--- config.mk ---
export PLATFORM = sky130hd
export DESIGN_NAME = register_file_2r1w_flat
export DESIGN_NICKNAME = d
export VERILOG_FILES = /design/src/rtl/register_file_2r1w_if.sv /design/src/rtl/register_file_2r1w.sv /design/src/flat_wrapper.sv
export SDC_FILE = /design/constraint.sdc
export NUM_CORES = 1
export LEC_CHECK = 0
export ABC_AREA = 0
export CAP_MARGIN = 40
export CORE_MARGIN = 2
export CORE_UTILIZATION = 60
export CTS_BUF_LIST = sky130_fd_sc_hd__clkbuf_8 sky130_fd_sc_hd__clkbuf_16
export DETAILED_ROUTE_END_ITERATION = 7
export GPL_TIMING_DRIVEN = 0
export HOLD_SLACK_MARGIN = 0.02
export PLACE_DENSITY = 0.9
export SYNTH_ARGS = -nofsm -noshare
export SYNTH_HDL_FRONTEND = slang
export SYNTH_SLANG_ARGS = --single-unit
--- constraint.sdc ---
create_clock -name clk -period 3 [get_ports clk]
set_clock_uncertainty 0.05 [all_clocks]
set_input_delay 0.3 -clock clk [delete_from_list [all_inputs] [get_ports clk]]
set_output_delay 0.3 -clock clk [all_outputs]
set_load 0.01 [all_outputs]
--- src/rtl/register_file_2r1w_if.sv ---
// Bus bundle for register_file_2r1w: write port, reservation port and two read ports.
// The decode/writeback side uses the master modport; the register file uses the slave modport.
interface register_file_2r1w_if #(
    parameter int DATA_WIDTH = 8,
    parameter int ADDR_WIDTH = 3
);
    logic                  we;
    logic [ADDR_WIDTH-1:0] write_addr;
    logic [DATA_WIDTH-1:0] write_data;
    logic                  rsv_en;
    logic [ADDR_WIDTH-1:0] rsv_addr;
    logic [ADDR_WIDTH-1:0] read_addr_a;
    logic [ADDR_WIDTH-1:0] read_addr_b;
    logic [DATA_WIDTH-1:0] read_data_a;
    logic [DATA_WIDTH-1:0] read_data_b;
    logic                  busy_a;
    logic                  busy_b;

    modport master (
        output we, write_addr, write_data, rsv_en, rsv_addr, read_addr_a, read_addr_b,
        input  read_data_a, read_data_b, busy_a, busy_b
    );

    modport slave (
        input  we, write_addr, write_data, rsv_en, rsv_addr, read_addr_a, read_addr_b,
        output read_data_a, read_data_b, busy_a, busy_b
    );
endinterface

--- src/rtl/register_file_2r1w.sv ---
// Two-read/one-write register file with per-register busy scoreboard and optional zero register.
// Optional write-to-read bypass is enabled by defining REGFILE_BYPASS_EN.
module register_file_2r1w #(
    parameter int DATA_WIDTH = 8,
    parameter int ADDR_WIDTH = 3,
    parameter int ZERO_REG   = 1
) (
    input  logic                  clk,
    input  logic                  rst,
    register_file_2r1w_if.slave   bus
);
    localparam int DEPTH   = 1 << ADDR_WIDTH;
    localparam bit ZERO_EN = (ZERO_REG != 0);

    logic [DATA_WIDTH-1:0] regs_r [DEPTH];
    logic [DEPTH-1:0]      busy_r;
    logic [DEPTH-1:0]      busy_nxt_s;
    logic                  wr_ok_s;
    logic                  rsv_ok_s;
    logic [ADDR_WIDTH-1:0] rd_addr_s [2];
    logic [DATA_WIDTH-1:0] rd_data_s [2];
    logic                  rd_busy_s [2];

    // Qualify write and reserve: register 0 swallows both when hardwired to zero
    always_comb begin
        wr_ok_s  = bus.we;
        rsv_ok_s = bus.rsv_en;
        if (ZERO_EN && (bus.write_addr == {ADDR_WIDTH{1'b0}})) begin
            wr_ok_s = 1'b0;
        end else begin
            wr_ok_s = bus.we;
        end
        if (ZERO_EN && (bus.rsv_addr == {ADDR_WIDTH{1'b0}})) begin
            rsv_ok_s = 1'b0;
        end else begin
            rsv_ok_s = bus.rsv_en;
        end
    end

    // Next busy vector: a reservation outranks a same-address write since it names a newer producer
    always_comb begin
        busy_nxt_s = busy_r;
        for (int i = 0; i < DEPTH; i++) begin
            if (rsv_ok_s && (bus.rsv_addr == ADDR_WIDTH'(i))) begin
                busy_nxt_s[i] = 1'b1;
            end else if (wr_ok_s && (bus.write_addr == ADDR_WIDTH'(i))) begin
                busy_nxt_s[i] = 1'b0;
            end else begin
                busy_nxt_s[i] = busy_r[i];
            end
        end
    end

    // Register storage and scoreboard state; reset overrides any write or reservation
    always_ff @(posedge clk) begin
        if (rst) begin
            for (int i = 0; i < DEPTH; i++) begin
                regs_r[i] <= {DATA_WIDTH{1'b0}};
            end
            busy_r <= {DEPTH{1'b0}};
        end else begin
            if (wr_ok_s) begin
                regs_r[bus.write_addr] <= bus.write_data;
            end
            busy_r <= busy_nxt_s;
        end
    end

    // Combinational read ports, both served by the same selection logic
    always_comb begin
        rd_addr_s[0] = bus.read_addr_a;
        rd_addr_s[1] = bus.read_addr_b;
        for (int p = 0; p < 2; p++) begin
            rd_data_s[p] = {DATA_WIDTH{1'b0}};
            rd_busy_s[p] = 1'b0;
            if (ZERO_EN && (rd_addr_s[p] == {ADDR_WIDTH{1'b0}})) begin
                rd_data_s[p] = {DATA_WIDTH{1'b0}};
                rd_busy_s[p] = 1'b0;
            end
`ifdef REGFILE_BYPASS_EN
            else if (bus.we && (bus.write_addr == rd_addr_s[p])) begin
                rd_data_s[p] = bus.write_data;
                // A same-cycle reservation keeps the stored busy bit visible
                if (bus.rsv_en && (bus.rsv_addr == rd_addr_s[p])) begin
                    rd_busy_s[p] = busy_r[rd_addr_s[p]];
                end else begin
                    rd_busy_s[p] = 1'b0;
                end
            end
`endif
            else begin
                rd_data_s[p] = regs_r[rd_addr_s[p]];
                rd_busy_s[p] = busy_r[rd_addr_s[p]];
            end
        end
    end

    assign bus.read_data_a = rd_data_s[0];
    assign bus.read_data_b = rd_data_s[1];
    assign bus.busy_a      = rd_busy_s[0];
    assign bus.busy_b      = rd_busy_s[1];

endmodule
--- src/flat_wrapper.sv ---
// flat-port wrapper written by rule: the top's interface ports become plain ports
module register_file_2r1w_flat 
#(
    parameter int DATA_WIDTH = 8,
    parameter int ADDR_WIDTH = 3,
    parameter int ZERO_REG   = 1
)
  (clk, rst, bus_we, bus_write_addr, bus_write_data, bus_rsv_en, bus_rsv_addr, bus_read_addr_a, bus_read_addr_b, bus_read_data_a, bus_read_data_b, bus_busy_a, bus_busy_b);
  register_file_2r1w_if #(.DATA_WIDTH(DATA_WIDTH), .ADDR_WIDTH(ADDR_WIDTH)) bus_i ();
  input  logic clk;
  input  logic rst;
  input wire logic [$bits(bus_i.we)-1:0] bus_we;
  input wire logic [$bits(bus_i.write_addr)-1:0] bus_write_addr;
  input wire logic [$bits(bus_i.write_data)-1:0] bus_write_data;
  input wire logic [$bits(bus_i.rsv_en)-1:0] bus_rsv_en;
  input wire logic [$bits(bus_i.rsv_addr)-1:0] bus_rsv_addr;
  input wire logic [$bits(bus_i.read_addr_a)-1:0] bus_read_addr_a;
  input wire logic [$bits(bus_i.read_addr_b)-1:0] bus_read_addr_b;
  output wire logic [$bits(bus_i.read_data_a)-1:0] bus_read_data_a;
  output wire logic [$bits(bus_i.read_data_b)-1:0] bus_read_data_b;
  output wire logic [$bits(bus_i.busy_a)-1:0] bus_busy_a;
  output wire logic [$bits(bus_i.busy_b)-1:0] bus_busy_b;
  assign bus_i.we = bus_we;
  assign bus_i.write_addr = bus_write_addr;
  assign bus_i.write_data = bus_write_data;
  assign bus_i.rsv_en = bus_rsv_en;
  assign bus_i.rsv_addr = bus_rsv_addr;
  assign bus_i.read_addr_a = bus_read_addr_a;
  assign bus_i.read_addr_b = bus_read_addr_b;
  assign bus_read_data_a = bus_i.read_data_a;
  assign bus_read_data_b = bus_i.read_data_b;
  assign bus_busy_a = bus_i.busy_a;
  assign bus_busy_b = bus_i.busy_b;
  register_file_2r1w #(.DATA_WIDTH(DATA_WIDTH), .ADDR_WIDTH(ADDR_WIDTH), .ZERO_REG(ZERO_REG)) u_core (.clk(clk), .rst(rst), .bus(bus_i));
endmodule
After elaboration in Yosys (flattened, before gate mapping) --
Memories as Yosys holds them, arrays and structs flattened. Cells that the tools add are included.
Storage, ports and cells: flip-flop bits (word level) 8, bits in latches 0, memory bits (writable) 64, ROM bits 0, bits of input ports 24, output and inout bits 18, memories 1
Operators by class: add/sub/neg operators 0, multiply operators 0, divide/modulo/power cells 0, $lt $le $gt $ge 2, eq/ne operators 14, shift-type cells 0, mux-type cells 34, bitwise gates (word level) 0, reductions and logical operators 29
Memories:
- u_core.regs_r | words 8, width 8, read ports 2, clocked after Yosys merged registers in 0, write ports 8, line register_file_2r1w.sv:15 | logic [DATA_WIDTH-1:0] regs_r [DEPTH];
Operator list (number):
- two-way mux 1 bit | 28
- == test 3 bit, second input constant | 8
- two-way mux 8 bit | 3
- logical AND 1 bit | 16
- nonzero test 2 bit | 8
- == test 3 x 2 -> 1 bit, second input constant | 4
- zero test 3 bit | 4
- less-than comparator 3 x 4 -> 1 bit, second input constant | 2
- OR reduction 8 bit | 1
- binary-select mux 1 bit (select 3 bit) | 2
- == test 3 x 1 -> 1 bit, second input constant | 2
- two-way mux 3 bit | 1

Logic depth before layout (Yosys ltp) --
Gate-level depths: netlist (run 1).
depth in word-level cells 7, gate-level depth with buffers 5, depth with buffers taken out 3

Worst setup path before layout (run 1) --
Ideal clock, no wire load.
kind input-to-reg, start point input port bus_write_addr[0], end point memory u_core.regs_r[2][0] (enable), arrival time 1.246 ns, required time 2.566 ns, slack 1.320 ns, stages on the path 3, path buffers 1, path through nand2b_1 buf_2 o21ai_0
RTL lines:
- start: declaration | line flat_wrapper.sv:13 | input wire logic [$bits(bus_i.write_addr)-1:0] bus_write_addr;
- end: declaration | line register_file_2r1w.sv:15

Final worst setup path (run 1) --
start point input port bus_read_addr_b[1], end point output port bus_busy_b
On the way: word-level cells in the longest chain between the ends 3, elaborated cells on any way between the ends 4, classes of those cells mux: 3; reduce/logical: 1
RTL lines:
- start: declaration | line flat_wrapper.sv:18 | input wire logic [$bits(bus_i.read_addr_b)-1:0] bus_read_addr_b;
- binary-select mux 1 bit (select 3 bit) | line register_file_2r1w.sv:93 | rd_busy_s[p] = busy_r[rd_addr_s[p]];
- two-way mux 1 bit (not written as such) | line register_file_2r1w.sv:93
- two-way mux 1 bit * | line register_file_2r1w.sv:76 | if (ZERO_EN && (rd_addr_s[p] == {ADDR_WIDTH{1'b0}})) begin
- end: declaration | line flat_wrapper.sv:22 | output wire logic [$bits(bus_i.busy_b)-1:0] bus_busy_b;
Mark *: on every way between the ends. The rest lies on a longest branch, timed or not. The select of a mux whose other input is x is not followed.

==> flow_summary.yaml, run 1 <==
power:
  power.share.sequential_pct: 52.7
  p_clk_share_pct: 28.7
  switchingPower_uw: 512
  p_leak_uw: 0.00159
  powerDensity_nw_per_um2: 458
  swShare_pct: 25.9
  p_int_uw: 1460
  pwr-share-comb_pct: 18.6
  ir_drop_mv: 0.244
synthesis:
  synth-xor-area-share_pct: 0
  synthArstFlopShare_pct: 0
  synth-compound-area-share_pct: 15.8
  yosys_warnings: 0
  netlist_instances: 292
  ys_types: 36
  synth_top_family_by_area: "simple AND/OR/NAND/NOR gates"
  synth_nets: 316
  synth_edf_count: 56
  synthesis.area_um2: 3660
  syn_avg_cell_area_um2: 12.5
  yosys.area_share.simple_pct: 16.8
  ys_seq_area_share_pct: 49.7
  synth_flop_cell: "edfxtp_1"
  synth_fa_ha_area_share_pct: 0
  yosys-mux-area-fraction_pct: 13.1
  synth_seq_cells: 63
timing:
  setup_viol: 0
  rsz0062_at_grt: "false"
  fin_crit_sh_pct: 91.7
  tightest_slew_ps: 908
  tns_ps: 0
  slew_headroom_pct: 38.8
  timing.final.crit_period_ps: 2750
  fmax_mhz: 363
  hold_viol: 0
  drv_slew: 0
route:
  via_per_inst: 6.30
  firstDrtPassIters: 7
  avgRoutedWirePerCell_um: 21.1
  wirelength_um: 8960
  drc: 0
  drt-initial-drc-count: 274
  ant_nets: 0
  vias: 2677
clock_network:
  cts_tree: "built"
  postCtsSetupBuffers: 0
  cts.sinks: 63
  ctsHoldBuffers: 0
  cts_resized: 0
  cts_inserted_buffers: 9
  clock_latency_ps: 330
  cts_max_level: 3
  cts_max_path_buffers: 2
  clkTransAtPathRegs_ps: 60
  root_buffer: "clkbuf_8"
place:
  placed_cell_area_um2: 4170
  io_buffers: 38
  gp_congestion: 0.877
  post-dp-hpwl_um: 6350
finish:
  drive_gt1_share_pct: 19.1
  final_common_cell: "and2_1"
  fin_area_um2: 4310
  final_cell_mix: "and2_1 (57), edfxtp_1 (56), clkdlybuf4s50_1 (38)"
  area_delta_synth_final_pct: 17.8
  fill_cells: 406
  n_antenna_cell: 0
  fin_nets: 371
floorplan:
  core-area_um2: 5920
  die_width_um: 82.1
  rows: 28
  start_util_pct: 61.9
  dieArea_um2: 6740
  ios: 42
  die_h_um: 82.1
global_routing:
  grt_pass1_wl_um: 13200
  track_usage_pct: 28.3
  antenna_found_initial: 0
  grt_overflow: 0
  grt_max_degree: 11
  grt_pass1_vias: 2570
critical_path:
  startpoint: "bus_read_addr_b[1]"
  critPathKind: "primary input to output port"
  crit_path_end: "bus_busy_b"
  timing.critical_path.to_type: "output port"
  reg2reg_depth: 2
  startpoint_type: "primary input"
  r2r-end: "u_core.busy_r[6]"
  crit_arrival_ps: 2400
  r2r-start: "u_core.busy_r[6]"
  worstPathRequired_ps: 2650
  r2r_slack_ps: 2250
  worstPathMaxFanout: 10
hold_path:
  min_delay_path_depth: 2
  hold_class: "primary input to flop"
status:
  status: "finished clean"
flow_run:
  maxCapViolCount: 0
[cells in the mapped netlist (2+ instances only)]
| cell | n | area share, % |
|---|---|---|
| buf_4 | 6 | 1.2 |
| a311oi_1 | 9 | 2.2 |
| buf_8 | 2 | 0.82 |
| mux2_1 | 6 | 1.8 |
| nor3_4 | 2 | 0.89 |
| o21ai_0 | 10 | 1.4 |
| mux2_4 | 2 | 0.82 |
| buf_2 | 8 | 1.1 |
| and2_1 | 57 | 9.7 |
| nand2b_1 | 4 | 0.68 |
| mux2_2 | 10 | 3.1 |
| buf_6 | 2 | 0.61 |
| mux2i_1 | 27 | 7.4 |
| a211oi_1 | 9 | 1.8 |
| a21oi_1 | 4 | 0.55 |
| inv_1 | 7 | 0.72 |
| nor2_1 | 3 | 0.31 |
| edfxtp_1 | 56 | 46 |
| a221oi_2 | 16 | 6.6 |
| nand3_1 | 3 | 0.41 |
| nor3_2 | 2 | 0.55 |
| a221oi_1 | 9 | 2.2 |
| nand2_1 | 6 | 0.61 |
| dfxtp_1 | 7 | 3.8 |
| nor2b_1 | 14 | 2.4 |
[through the flow]
stage,power (uW),instances,util (%),setup slack [ps],hold WS (ps)
floorplan,1260,292,-,1320,368
global placement,1410,405,69.9,335,409
detailed placement,1420,411,70.5,327,414
CTS,1980,425,72.9,306,248
global route,2040,425,72.9,205,255
finish,1980,425,72.9,248,265
[worst max-delay path, stage by stage]
cell and delay [ps]:
clkdlybuf4s50_1 490, buf_4 200, nand2b_1 120, buf_2 230
a211oi_1 90, a311oi_1 360, clkdlybuf4s50_1 610
[cell type report]
cell class                 count  area [um2]  share of cell area (%)
buffer                        19         141                    3.28
clock buffer                   9         124                    2.87
clock inverter                 5        18.8                   0.435
inverter                       7        26.3                   0.609
multi-input combinational    203        1670                    38.8
sequential                    63        1820                    42.2
tap                           75        93.8                    2.18
timing repair buffer          44         415                    9.63
[logic make-up (layout without fill, tap and decap cells)]
group / Yosys count / count (layout)
muxes: 45 / 45
AOI/OAI and AO/OA: 63 / 63
and+or+nand+nor: 95 / 95
DFF: 63 / 63
buffers and inverters: 26 / 84
[registers in the layout, indices dropped and copies added, names as in the netlist]
signal         flops
u_core.busy_r      7
u_core.regs_r     56
[power groups by stage]
stage	clock network, uW	logic, uW	registers [uW]
after floorplan	0	209	1050
after detailed placement	0	362	1060
after CTS	571	364	1040
after global routing	605	389	1050
after global placement	0	352	1050
final	567	368	1040
[how the worst min path moves through the flow]
stage,start,end,slack (ps)
3_3_place_gp,u_core.busy_r[3],u_core.busy_r[3],410
2_1_floorplan,bus_rsv_addr[2],u_core.busy_r[3],370
3_5_place_dp,u_core.busy_r[3],u_core.busy_r[3],410
4_1_cts,rst,u_core.busy_r[2],250
6_report,rst,u_core.busy_r[2],270
5_1_grt,rst,u_core.busy_r[2],260
[routing by layer]
metal / GRT usage (%) / vias up / routed length, um
li1: - / 1237 / -
met1: 36.9 / 1291 / 3750
met2: 46.3 / 131 / 4430
met3: 3.37 / 18 / 539
met4: 15.7 / 0 / 235
met5: 0 / - / 0
Note: power is estimated with default switching activity, not from simulation.
==> run 2, diff against run 1 <==
--- a/config.mk
+++ b/config.mk
@@ -14,6 +14,7 @@
 export GPL_TIMING_DRIVEN = 0
 export HOLD_SLACK_MARGIN = 0.02
 export PLACE_DENSITY = 0.9
+export SKIP_CTS_REPAIR_TIMING = 1
 export SYNTH_ARGS = -nofsm -noshare
 export SYNTH_HDL_FRONTEND = slang
 export SYNTH_SLANG_ARGS = --single-unit
==> results of run 2 <==
The final DEF is identical to that of run 1; final timing and power are the same.
==> run 3, diff against run 2 <==
--- a/config.mk
+++ b/config.mk
@@ -7,7 +7,7 @@
 export LEC_CHECK = 0
 export ABC_AREA = 0
 export CAP_MARGIN = 40
-export CORE_MARGIN = 2
+export CORE_MARGIN = 5
 export CORE_UTILIZATION = 60
 export CTS_BUF_LIST = sky130_fd_sc_hd__clkbuf_8 sky130_fd_sc_hd__clkbuf_16
 export DETAILED_ROUTE_END_ITERATION = 7
==> run 3 against run 2 <==
Effect of this change:
- combinational power about the same
- final cell count increased by 0.71%
- clock power increased by 14%
- sequential power about the same
- die area increased by 15%
- wire length increased by 3.3%
- via count increased by 2.4%
- final area increased by 0.96%
- worst hold slack got worse by 20 ps
- first-iteration DRC count decreased by 20%
- sequential share of layout area decreased by 0.40 points
- largest cell class unchanged
- largest power group unchanged
==> flow_summary.yaml, run 3 (synthesized netlist as in run 1, its figures left out) <==
critical_path:
  worstPathMaxFanout: 10
  crit_arrival_ps: 2460
  critPathSlowestCell: "clkdlybuf4s50_1"
  reg2reg_depth: 2
  startpoint_type: "primary input"
  crit_family: "buffers and inverters"
  max_stage_delay_ps: 620
  r2r_slack_ps: 2280
  path_cells: "clkdlybuf4s50_1, buf_4, nand2b_1, buf_2, a211oi_1, a311oi_1, clkdlybuf4s50_1"
  r2r-end: "u_core.busy_r[2]"
  critPathKind: "primary input to output port"
  crit_buf_inv: 4
  worstPathRequired_ps: 2650
  timing.critical_path.to_type: "output port"
  r2r-start: "u_core.busy_r[2]"
  critPathMostFrequentCell: "clkdlybuf4s50_1"
route:
  avgRoutedWirePerCell_um: 21.6
  vias: 2741
  ant_nets: 0
  drt-initial-drc-count: 218
  via_per_inst: 6.40
  drc: 0
  wirelength_um: 9260
  firstDrtPassIters: 5
place:
  io_buffers: 38
  gp_congestion: 0.913
  post-dp-hpwl_um: 6630
clock_network:
  cts_max_level: 3
  cts_tree: "built"
  clock_latency_ps: 330
  cts.sinks: 63
  root_buffer: "clkbuf_8"
  cts_inserted_buffers: 9
  cts_max_path_buffers: 2
  clkTransAtPathRegs_ps: 70
global_routing:
  grt_overflow: 0
  track_usage_pct: 26.1
  grt_pass1_vias: 2710
  grt_pass1_wl_um: 14500
  grt_max_degree: 11
  antenna_found_initial: 0
timing:
  fin_worst_hold_slack_ps: 245
  tns_ps: 0
  setup_viol: 0
  slew_headroom_pct: 48.2
  timing.final.crit_period_ps: 2810
  hold_viol: 0
  fin_crit_sh_pct: 93.8
  fmax_mhz: 355
  tightest_slew_ps: 769
  rsz0062_at_grt: "false"
  drv_slew: 0
finish:
  fill_cells: 387
  fin_nets: 372
  final_common_cell: "and2_1"
  biggestRegsByFlops: "u_core.regs_r x56, u_core.busy_r x7"
  final-seq-area_um2: 1820
  final_cell_mix: "and2_1 (57), edfxtp_1 (56), clkdlybuf4s50_1 (38)"
  max_flop_register: "u_core.regs_r"
  drive_gt1_share_pct: 20.7
  n_antenna_cell: 0
  largest_reg_flops: 56
  multi_input_area_um2: 1670
  area_delta_synth_final_pct: 18.9
power:
  powerDensity_nw_per_um2: 472
  ir_drop_mv: 0.455
  switchingPower_uw: 533
  p_int_uw: 1520
  p_leak_uw: 0.00161
  swShare_pct: 25.9
  power.share.sequential_pct: 50.6
  pwr-share-comb_pct: 18.0
  p_clk_share_pct: 31.4
hold_path:
  worstHoldStart: "rst"
  min_delay_path_depth: 2
  hold_class: "primary input to flop"
  whs_endpoint: "u_core.busy_r[6]"
floorplan:
  start_util_pct: 61.9
  dieArea_um2: 7770
  die_h_um: 88.1
  ios: 42
  rows: 28
  die_width_um: 88.1
  core-area_um2: 5920
status:
  status: "finished clean"
flow_run:
  maxCapViolCount: 0
run 3: changes by cell type in the layout (fill, tap and decap cells not counted):
cell        delta
clkinv_1       -4
buf_4          +1
clkinvlp_4     +1
clkbuf_8       +2
clkinv_2       +2
inv_1          +1
run 3: worst max-delay path by stage:
stage / start / end / slack (ps) / cells past startpoint
after floorplan: bus_write_addr[0] / u_core.regs_r[2][0] / 1320 / 3
after global placement: bus_read_addr_b[1] / bus_read_data_b[6] / 310 / 7
after detailed placement: bus_read_addr_b[1] / bus_read_data_b[2] / 250 / 7
after CTS: bus_read_addr_b[1] / bus_read_data_b[6] / 220 / 7
after global routing: bus_read_addr_b[1] / bus_read_data_b[6] / 100 / 7
final: bus_read_addr_b[1] / bus_read_data_b[6] / 190 / 7
run 3: layout make-up:
cell class	count	share of cell area [%]
inverters	7	0.603
plain buffers	19	3.25
clock inverters	5	0.575
well taps	75	2.15
clock buffers	11	3.48
multi-input cells	203	38.4
flip-flops and latches	63	41.8
repair buffers	45	9.71
run 3: power groups by stage:
stage	Clock (uW)	Combinational (uW)	Sequential, uW
detailed placement	0	367	1060
floorplan	0	209	1050
finish	646	371	1040
global placement	0	354	1050
CTS	658	369	1040
global route	706	394	1050
run 3: layer usage:
layer / global-route usage (%) / vias up / wire, um
met4: 12.8 / 0 / 357
met3: 6.11 / 24 / 766
met5: 0 / - / 0
met2: 41.8 / 145 / 4440
li1: - / 1245 / -
met1: 33.4 / 1327 / 3690
run 3: metrics by stage:
step / cell area [um2] / setup WS (ps) / power [uW] / util, % / cells
final: 4360 / 186 / 2060 / 73.6 / 428
after detailed placement: 4180 / 255 / 1420 / 70.6 / 412
after global routing: 4360 / 97.4 / 2150 / 73.6 / 428
after CTS: 4360 / 225 / 2070 / 73.6 / 428
after floorplan: 3660 / 1320 / 1260 / - / 292
after global placement: 4140 / 308 / 1410 / 69.9 / 405
==> variant: new RTL, config.mk and constraints of run 2 <==
`DATA_WIDTH` is set to 8 in 3 places; all go to 10.
--- a/src/rtl/register_file_2r1w_if.sv
+++ b/src/rtl/register_file_2r1w_if.sv
@@ -3,3 +3,3 @@
 interface register_file_2r1w_if #(
-    parameter int DATA_WIDTH = 8,
+    parameter int DATA_WIDTH = 10,
     parameter int ADDR_WIDTH = 3
--- a/src/rtl/register_file_2r1w.sv
+++ b/src/rtl/register_file_2r1w.sv
@@ -3,3 +3,3 @@
 module register_file_2r1w #(
-    parameter int DATA_WIDTH = 8,
+    parameter int DATA_WIDTH = 10,
     parameter int ADDR_WIDTH = 3,
--- a/src/flat_wrapper.sv
+++ b/src/flat_wrapper.sv
@@ -3,3 +3,3 @@
 #(
-    parameter int DATA_WIDTH = 8,
+    parameter int DATA_WIDTH = 10,
     parameter int ADDR_WIDTH = 3,
Interface: changed (resized bus_read_data_a, bus_read_data_b and bus_write_data); port bits go from 42 to 48. The function was not compared with the original's and may differ.
==> variant against run 2 <==
  * Register-to-register slack about the same
  * Highest routed layer unchanged
  * Sequential cell count grew 14
  * Design area increased by 20%
  * Largest cell class unchanged
  * Fmax fell by 6.4%
  * Synthesized area is 20% higher
  * Wire length increased by 26%
  * Critical endpoint is now bus_read_data_b[0]
  * Setup slack worse by 190 ps
  * Total power rose by 20%
==> variant: results <==
status:
  status: "complete, no violations"
global_routing:
  track_usage_pct: 30.45
  grt_pass1_wl_um: 17110
  grt_max_degree: 13
  grt_use_met1_pct: 37.82
  met3_usage_pct: 4.524
  grt_pass1_vias: 3304
worst_setup_path:
  crit_path_start: "bus_read_addr_b[2]"
  cp.arrival_ps: 2590
place:
  dp.cells: 497
  place_congestion: 0.8791
  dpl.hpwl_um: 7995
power_and_ir_drop:
  power_leakage_uw: 0.001871
  vdd_ir_drop_max_v: 0.0003953
  swShare_pct: 26.50
synthesis:
  ys_top_cells_by_area: "edfxtp_1 (48%), and2_1 (10%), mux2i_1 (7.5%), a221oi_1 (4.4%), mux2_2 (3.9%)"
  synth_common_cells: "and2_1 (71), edfxtp_1 (70), mux2i_1 (33), a221oi_1 (22), nor2b_1 (17)"
  synthesis.nets: 372
  yosysSeqAreaShare_pct: 51.21
  synth_edf_count: 70
  synth.distinct_cells: 34
  synthCells: 346
route:
  finalWirelength_um: 11260
  dr.pass1.iters: 5
  vias: 3242
worst_hold_path:
  hp-start: "u_core.busy_r[3]"
  hold-path-endpoint: "u_core.busy_r[3]"
  hold_path_class: "flop to flop"
final_layout:
  drive_gt1_share_pct: 17.43
-- variant: final cells by class --
class                   instances  area share [%]
multi-input cells             241           37.42
clock buffers                   9           2.396
repair buffers                 52           9.802
well taps                      99           2.396
inverters                       6          0.4356
clock inverters                 6          0.6292
plain buffers                  22           3.558
flip-flops and latches         77           43.37
-- variant: kinds of logic after synthesis --
family	count (synthesis)	share of synthesized area (%)
AOI/OAI and AO/OA	73	14.03
muxes	55	13.80
buffers and inverters	28	4.715
and+or+nand+nor	113	16.23
DFF	77	51.21
-- variant: power by group through the flow --
stage	combinational, uW	clock, uW	sequential, uW
after detailed placement	437	0	1300
after global routing	470	689	1280
after floorplan	243	0	1290
after CTS	439	645	1270
after global placement	419	0	1290
final	443	649	1280
-- variant: metrics by stage --
| step | instance area [um2] | hold slack [ps] | setup WS [ps] |
|---|---|---|---|
| finish | 5170 | 448.4 | 58.71 |
| global route | 5170 | 471.8 | 24.71 |
| CTS | 5170 | 442.1 | 163.7 |
| detailed placement | 5014 | 428.0 | 185.5 |
| global placement | 4952 | 425.7 | 30.70 |
| floorplan | 4378 | 380.3 | 1151 |
-- variant: how the worst max path moves through the flow --
stage,end,depth (start not counted)
finish,bus_read_data_b[0],5
global route,bus_read_data_a[0],5
CTS,bus_read_data_b[0],5
detailed placement,bus_read_data_b[1],5
global placement,u_core.regs_r[7][6],3
floorplan,u_core.regs_r[2][0],3
-- variant: worst max-delay path, delay by kind of cell --
kind            cells  cell delay, ps
buf+inv             3            1750
compound gates      2             540
-- variant: layer usage --
metal,up-vias,share of wire (%)
met3,44,7.3
met5,-,0
li1,1458,-
met2,194,49
met1,1546,38
met4,0,5.4
